===== src/rtl/mem_pkg.sv =====
// Block-transfer types shared by the L1 caches, the memory arbiter and main memory.
package mem_pkg;

    typedef struct packed {
        logic         Valid;
        logic         Wen;
        logic [31:0]  Addr;
        logic [127:0] WriteD;
    } CacheToMem_t;

    typedef struct packed {
        logic         Ready;
        logic [127:0] ReadD;
    } MemToCache_t;

endpackage


===== src/rtl/mem_arbiter.sv =====
// Round-robin arbiter sharing the main-memory block port between the I-cache and D-cache.
// One transaction at a time: IDLE -> BUSY_x (until memory Ready) -> RESP_x (1-cycle Ready pulse).
module mem_arbiter
    import mem_pkg::*;
#(
    parameter int unsigned TIMEOUT = 1024,
    parameter int unsigned CNT_W   = $clog2(TIMEOUT + 1)
) (
    input  logic        clk,
    input  logic        rst,
    input  CacheToMem_t ic_req_i,
    input  CacheToMem_t dc_req_i,
    output MemToCache_t ic_rsp_o,
    output MemToCache_t dc_rsp_o,
    output CacheToMem_t mem_req_o,
    input  MemToCache_t mem_rsp_i,
    output logic        timeout_err_o
);

    typedef enum logic [2:0] {
        StIdle,
        StBusyI,
        StBusyD,
        StRespI,
        StRespD
    } state_t;

    state_t      r_state, w_state_nxt;
    logic        r_last_d, w_last_d_nxt;
    CacheToMem_t r_mem_req, w_mem_req_nxt;
    MemToCache_t r_ic_rsp, w_ic_rsp_nxt;
    MemToCache_t r_dc_rsp, w_dc_rsp_nxt;
    logic [CNT_W-1:0] r_cnt, w_cnt_nxt;
    logic        r_err, w_err_nxt;
    logic        w_grant_i, w_grant_d;

    // On a tie the requester that did not win last time goes first.
    assign w_grant_i = ic_req_i.Valid && (!dc_req_i.Valid || r_last_d);
    assign w_grant_d = dc_req_i.Valid && (!ic_req_i.Valid || !r_last_d);

    always_comb begin
        w_state_nxt   = r_state;
        w_last_d_nxt  = r_last_d;
        w_mem_req_nxt = r_mem_req;
        w_ic_rsp_nxt  = r_ic_rsp;
        w_dc_rsp_nxt  = r_dc_rsp;
        w_cnt_nxt     = r_cnt;
        w_err_nxt     = r_err;

        unique case (r_state)
            StIdle: begin
                if (w_grant_i) begin
                    w_mem_req_nxt       = ic_req_i;
                    w_mem_req_nxt.Valid = 1'b1;
                    w_last_d_nxt        = 1'b0;
                    w_state_nxt         = StBusyI;
                end else if (w_grant_d) begin
                    w_mem_req_nxt       = dc_req_i;
                    w_mem_req_nxt.Valid = 1'b1;
                    w_last_d_nxt        = 1'b1;
                    w_state_nxt         = StBusyD;
                end
            end
            StBusyI, StBusyD: begin
                if (mem_rsp_i.Ready) begin
                    if (r_state == StBusyI) begin
                        w_ic_rsp_nxt = '{Ready: 1'b1, ReadD: mem_rsp_i.ReadD};
                        w_state_nxt  = StRespI;
                    end else begin
                        w_dc_rsp_nxt = '{Ready: 1'b1, ReadD: mem_rsp_i.ReadD};
                        w_state_nxt  = StRespD;
                    end
                    w_mem_req_nxt.Valid = 1'b0;
                    w_cnt_nxt           = '0;
                end else if (r_cnt != CNT_W'(TIMEOUT)) begin
                    // Saturating wait counter; the error flag is sticky until reset.
                    w_cnt_nxt = r_cnt + 1'b1;
                    if (w_cnt_nxt == CNT_W'(TIMEOUT)) begin
                        w_err_nxt = 1'b1;
                    end
                end
            end
            StRespI: begin
                w_ic_rsp_nxt.Ready = 1'b0;
                w_state_nxt        = StIdle;
            end
            StRespD: begin
                w_dc_rsp_nxt.Ready = 1'b0;
                w_state_nxt        = StIdle;
            end
            default: begin
                w_state_nxt = StIdle;
            end
        endcase
    end

    always_ff @(posedge clk or posedge rst) begin
        if (rst) begin
            r_state   <= StIdle;
            r_last_d  <= 1'b1;
            r_mem_req <= '0;
            r_ic_rsp  <= '0;
            r_dc_rsp  <= '0;
            r_cnt     <= '0;
            r_err     <= 1'b0;
        end else begin
            r_state   <= w_state_nxt;
            r_last_d  <= w_last_d_nxt;
            r_mem_req <= w_mem_req_nxt;
            r_ic_rsp  <= w_ic_rsp_nxt;
            r_dc_rsp  <= w_dc_rsp_nxt;
            r_cnt     <= w_cnt_nxt;
            r_err     <= w_err_nxt;
        end
    end

    assign mem_req_o     = r_mem_req;
    assign ic_rsp_o      = r_ic_rsp;
    assign dc_rsp_o      = r_dc_rsp;
    assign timeout_err_o = r_err;

endmodule


===== config.mk =====
export PLATFORM = sky130hd
export DESIGN_NAME = mem_arbiter
export DESIGN_NICKNAME = d
export VERILOG_FILES = /design/src/rtl/mem_pkg.sv /design/src/rtl/mem_arbiter.sv
export SDC_FILE = /design/constraint.sdc
export NUM_CORES = 1
export LEC_CHECK = 0
export BUFFER_PORTS_ARGS = -buffer_cell sky130_fd_sc_hd__buf_2
export CORE_AREA = 2 2 345 347
export CTS_CLUSTER_SIZE = 12
export DETAILED_ROUTE_END_ITERATION = 6
export DIE_AREA = 0 0 347 349
export SLEW_MARGIN = 40
export SYNTH_ARGS = -nofsm -noshare
export SYNTH_HDL_FRONTEND = slang
export SYNTH_SLANG_ARGS = --single-unit

===== constraint.sdc =====
create_clock -name clk -period 17.3 [get_ports clk]
set_input_delay 4.325 -clock clk [delete_from_list [all_inputs] [get_ports clk]]
set_output_delay 4.325 -clock clk [all_outputs]
set_load 0.005 [all_outputs]

==> impl_results.rst <==
.. list-table::
   :header-rows: 1

   * - Metric
     - Value
   * - Final Net Count
     - 2,693
   * - Internal power summed over all cells
     - 2.98 mW
   * - Net switching fraction of the power
     - 37.0%
   * - Area of the mapped netlist
     - 17,900 µm²
   * - Die ar.
     - 121,000 µm²
   * - Slew @ Worst Pin
     - 864 ps
   * - Combinational fraction of design power
     - 37.6%
   * - Worst Min Path Start
     - mem_req_o[104]
   * - Shortest clock period the worst path allows after layout
     - 7290 ps
   * - Area contributors post-synth
     - sky130_fd_sc_hd__dfrtp_1, sky130_fd_sc_hd__mux2_2, sky130_fd_sc_hd__mux2i_1, sky130_fd_sc_hd__mux2_1, sky130_fd_sc_hd__nand2_1
   * - CTS hold repair buffers
     - 0
   * - Cells after synthesis
     - 1,372
   * - Reg2Reg Depth
     - 7
   * - Peak supply drop
     - 0.124 mV
   * - Total of buffers placed on input and output ports
     - 875
   * - Number of maximum-capacitance constraint violations
     - 0
   * - CTS Buf Count
     - 54
   * - Skew-Pair Late Insertion Delay
     - 640 ps
   * - Crit path arrival time
     - 7770 ps
   * - Site row count
     - 126
   * - Cell area reported after detailed placement
     - 24,000 µm²
   * - Kind of critical path
     - in -> reg
   * - Total GRT Usage
     - 14.0%
   * - Leak
     - 12.8 nW
   * - Number of slew-limit violations in the final report
     - 0
   * - Number of DRC markers after the initial detailed-route iteration
     - 681
   * - RSZ-0062 raised after global routing
     - false
   * - Worst hold stages
     - 2
   * - HPWL Detailed
     - 73,100 µm
   * - Worst hold path type
     - reg -> reg
   * - Largest buffer count on any clock path
     - 3
   * - Setup TNS
     - 0 ps
   * - Most common flop cell mapped by yosys
     - sky130_fd_sc_hd__dfrtp_1
   * - Share of synthesized flip-flops with an asynchronous set or reset
     - 100%
   * - Die Y-Extent
     - 349 µm
   * - Non-Filler Instances
     - 3,816
   * - Root Buffer Master
     - sky130_fd_sc_hd__clkbuf_16
   * - Critical path launch point
     - dc_req_i[161]
   * - Cell type contributing the most total cell area after synthesis
     - sky130_fd_sc_hd__dfrtp_1
   * - Global-route wire length before repair
     - 118,000 µm
   * - Result of the run
     - finished, final reports clean
   * - Post-synth EDFFs
     - 0
   * - Die width
     - 347 µm
   * - Final design area excluding fillers
     - 25,800 µm²
   * - RePlAce Congestion
     - 0.913
   * - Most frequent cell after synthesis
     - sky130_fd_sc_hd__dfrtp_1
   * - Number of placed I/O pins
     - 876
   * - Via count
     - 14.5k
   * - Yosys cell types
     - 43
   * - Via density per instance
     - 3.80
   * - Category of the worst setup path capture point
     - flip-flop
   * - Worst slack, placed
     - 9400 ps
   * - DRC viols
     - 0
   * - Total number of H-tree levels
     - 2
   * - Number of detailed-route iterations in the first pass
     - 4
   * - Tightest slew margin relative to the limit
     - 42.4%
   * - Setup violators final
     - 0
   * - Area Overhead vs Synth
     - 43.9%
   * - Sequential cell area fraction in the yosys report
     - 60.8%
   * - Number of register bits inferred by synthesis
     - 436
   * - Number of sinks handled by clock tree synthesis
     - 436
   * - Net Switching
     - 1.75 mW
   * - Detail-routed net length per standard cell
     - 23.0 µm
   * - Highest attainable clock frequency
     - 137 MHz
   * - Count of warnings emitted by yosys
     - 0
   * - Count of endpoints failing hold in the final timing report
     - 0
   * - PostCTS Resize Cnt
     - 0
   * - Worst Hold End
     - mem_req_o[104]
   * - Net Count, Synth
     - 1,830
   * - Setup crit start kind
     - input port
   * - Reg2reg start
     - r_last_d
   * - Yosys top cell area share
     - 60.7%
   * - Fin worst setup slack
     - 10,010 ps
   * - Final cycle utilization of the critical path
     - 42.1%
   * - Worst-path maximum fanout
     - 45
   * - Reg2reg setup slack
     - 13,380 ps
   * - GRT Residual Overflow
     - 0
   * - Clk network pwr share
     - 24.3%
   * - Count of nets left with antenna violations after detail routing
     - 0
   * - Initial cell density of the core
     - 15.3%
   * - Number of setup buffers added after CTS
     - 0
   * - Initial antenna violation count
     - 66
   * - Pwr per Cell Area
     - 183 nW/µm²
   * - WP data required
     - 17,780 ps
   * - Mean instance size in the synthesized netlist
     - 13.1 µm²
   * - Floorplan Core Area
     - 117,000 µm²
   * - Share of total power in sequential cells
     - 38.2%
   * - Maximum number of pins on one net before global-route repair
     - 184
   * - Share of post-route cells with drive strength above 1
     - 50.4%
   * - Number of instances in the placed design
     - 3,715
   * - Clock edge transition at the registers on the reported setup and hold paths
     - 60 ps
   * - Clk_skew
     - 32.7 ps
   * - Number of global-route vias before repair
     - 14.3k
   * - Top cell types by occurrence after synthesis
     - sky130_fd_sc_hd__dfrtp_1, sky130_fd_sc_hd__nand2_1, sky130_fd_sc_hd__mux2i_1, sky130_fd_sc_hd__mux2_2, sky130_fd_sc_hd__mux2_1
   * - CTS tree
     - done
   * - Sum of routed wire length over all layers
     - 87,800 µm
   * - Final Core Density
     - 22.0%
   * - Reg-to-Reg End
     - mem_req_o[137]
[per-stage QoR]
stage | hold slack, ps | total power, mW
after floorplan | 460 | 2.60
after global placement | 459 | 3.60
after detailed placement | 465 | 3.65
after CTS | 478 | 4.84
after global routing | 497 | 5.06
final | 474 | 4.72
[worst max path at each step]
stage | end | slack [ps] | depth (start not counted)
6_report | mem_req_o[137] | 10010 | 8
5_1_grt | mem_req_o[137] | 9910 | 8
4_1_cts | mem_req_o[137] | 10090 | 8
3_5_place_dp | mem_req_o[137] | 9400 | 8
3_3_place_gp | mem_req_o[131] | 9540 | 8
2_1_floorplan | dc_rsp_o[0] | 830 | 1
[cell usage in the layout (no fill, tap or decap), types with 2 or more instances in the layout]
cell type                    Yosys  layout
sky130_fd_sc_hd__nor3_2          1       2
sky130_fd_sc_hd__xor2_1          3       3
sky130_fd_sc_hd__nand2_1       176     175
sky130_fd_sc_hd__ha_1            3       3
sky130_fd_sc_hd__buf_6           3       5
sky130_fd_sc_hd__clkbuf_8        0      11
sky130_fd_sc_hd__inv_1           7       6
sky130_fd_sc_hd__and4_1          2       2
sky130_fd_sc_hd__o21ai_1        88      88
sky130_fd_sc_hd__dfrtp_1       435     435
sky130_fd_sc_hd__clkinv_16       0       2
sky130_fd_sc_hd__clkinvlp_4      0       3
sky130_fd_sc_hd__nor3_1         11      10
sky130_fd_sc_hd__bufinv_16       0       2
sky130_fd_sc_hd__clkinv_2        0       6
sky130_fd_sc_hd__a211oi_1        3       3
sky130_fd_sc_hd__mux2i_1       161     161
sky130_fd_sc_hd__o31ai_1         2       2
sky130_fd_sc_hd__clkbuf_16       0      55
sky130_fd_sc_hd__o21ai_0        91      91
sky130_fd_sc_hd__and3_1          4       4
sky130_fd_sc_hd__buf_12          0       2
sky130_fd_sc_hd__a21oi_1         5       5
sky130_fd_sc_hd__nor2_1          7       7
sky130_fd_sc_hd__xnor2_1         2       2
sky130_fd_sc_hd__mux2_1        101     101
sky130_fd_sc_hd__diode_2         0       5
sky130_fd_sc_hd__clkbuf_1       18      11
sky130_fd_sc_hd__a31oi_1         4       4
sky130_fd_sc_hd__buf_4          12      10
sky130_fd_sc_hd__mux2_2        155     155
sky130_fd_sc_hd__inv_6           0       5
sky130_fd_sc_hd__nand3_1         6       6
sky130_fd_sc_hd__buf_2          53     875
[worst max-delay path, stage by stage]
cell	delay (ps)
sky130_fd_sc_hd__buf_2	140
sky130_fd_sc_hd__nand2b_1	120
sky130_fd_sc_hd__nand2_4	530
sky130_fd_sc_hd__buf_4	610
sky130_fd_sc_hd__buf_4	660
sky130_fd_sc_hd__buf_4	750
sky130_fd_sc_hd__mux2i_1	320
sky130_fd_sc_hd__o21ai_0	110
[cell type report]
| cell class | instances | area [µm²] |
|---|---|---|
| flip-flops and latches | 436 | 10900 |
| clock buffers | 77 | 1570 |
| multi-input cells | 842 | 6560 |
| fillers | 12700 | 91600 |
| clock inverters | 19 | 225 |
| diodes | 5 | 12.5 |
| inverters | 8 | 37.5 |
| well taps | 1536 | 1920 |
| repair buffers | 893 | 4570 |
[kinds of logic (layout without fill, tap and decap cells)]
group,Yosys count,count (layout),synth area share (%)
adders and majority gates,3,3,0.209
buffers and inverters,94,997,2.71
AOI/OAI and AO/OA,200,200,5.85
and+or+nand+nor,216,216,5.01
other,0,5,0
DFF,436,436,60.8
muxes,417,417,25.1
xor gates and xnor gates,6,6,0.335
[routing by layer]
| metal | part of all wire (%) | vias to the layer above | wire (µm) | global-route usage (%) |
|---|---|---|---|---|
| li1 | - | 6542 | - | - |
| met1 | 41 | 7032 | 36400 | 17.5 |
| met2 | 47 | 734 | 41500 | 23.5 |
| met3 | 8.6 | 180 | 7530 | 4.52 |
| met4 | 2.7 | 4 | 2370 | 3.03 |
| met5 | 0.031 | - | 27 | 0 |
[sequential cells by signal (all words and copies together), names as in the netlist]
register,cells
mem_req_o,162
dc_rsp_o,129
ic_rsp_o,129
r_cnt,11
r_state,3
r_last_d,1
timeout_err_o,1
[power by group through the flow]
stage	Combinational (mW)	Clock [mW]	Sequential, mW
floorplan	0.777	0	1.82
global placement	1.80	0	1.80
detailed placement	1.83	0	1.82
CTS	1.83	1.20	1.80
global route	1.96	1.23	1.87
finish	1.78	1.15	1.80
(Power assumes the default switching activity.)
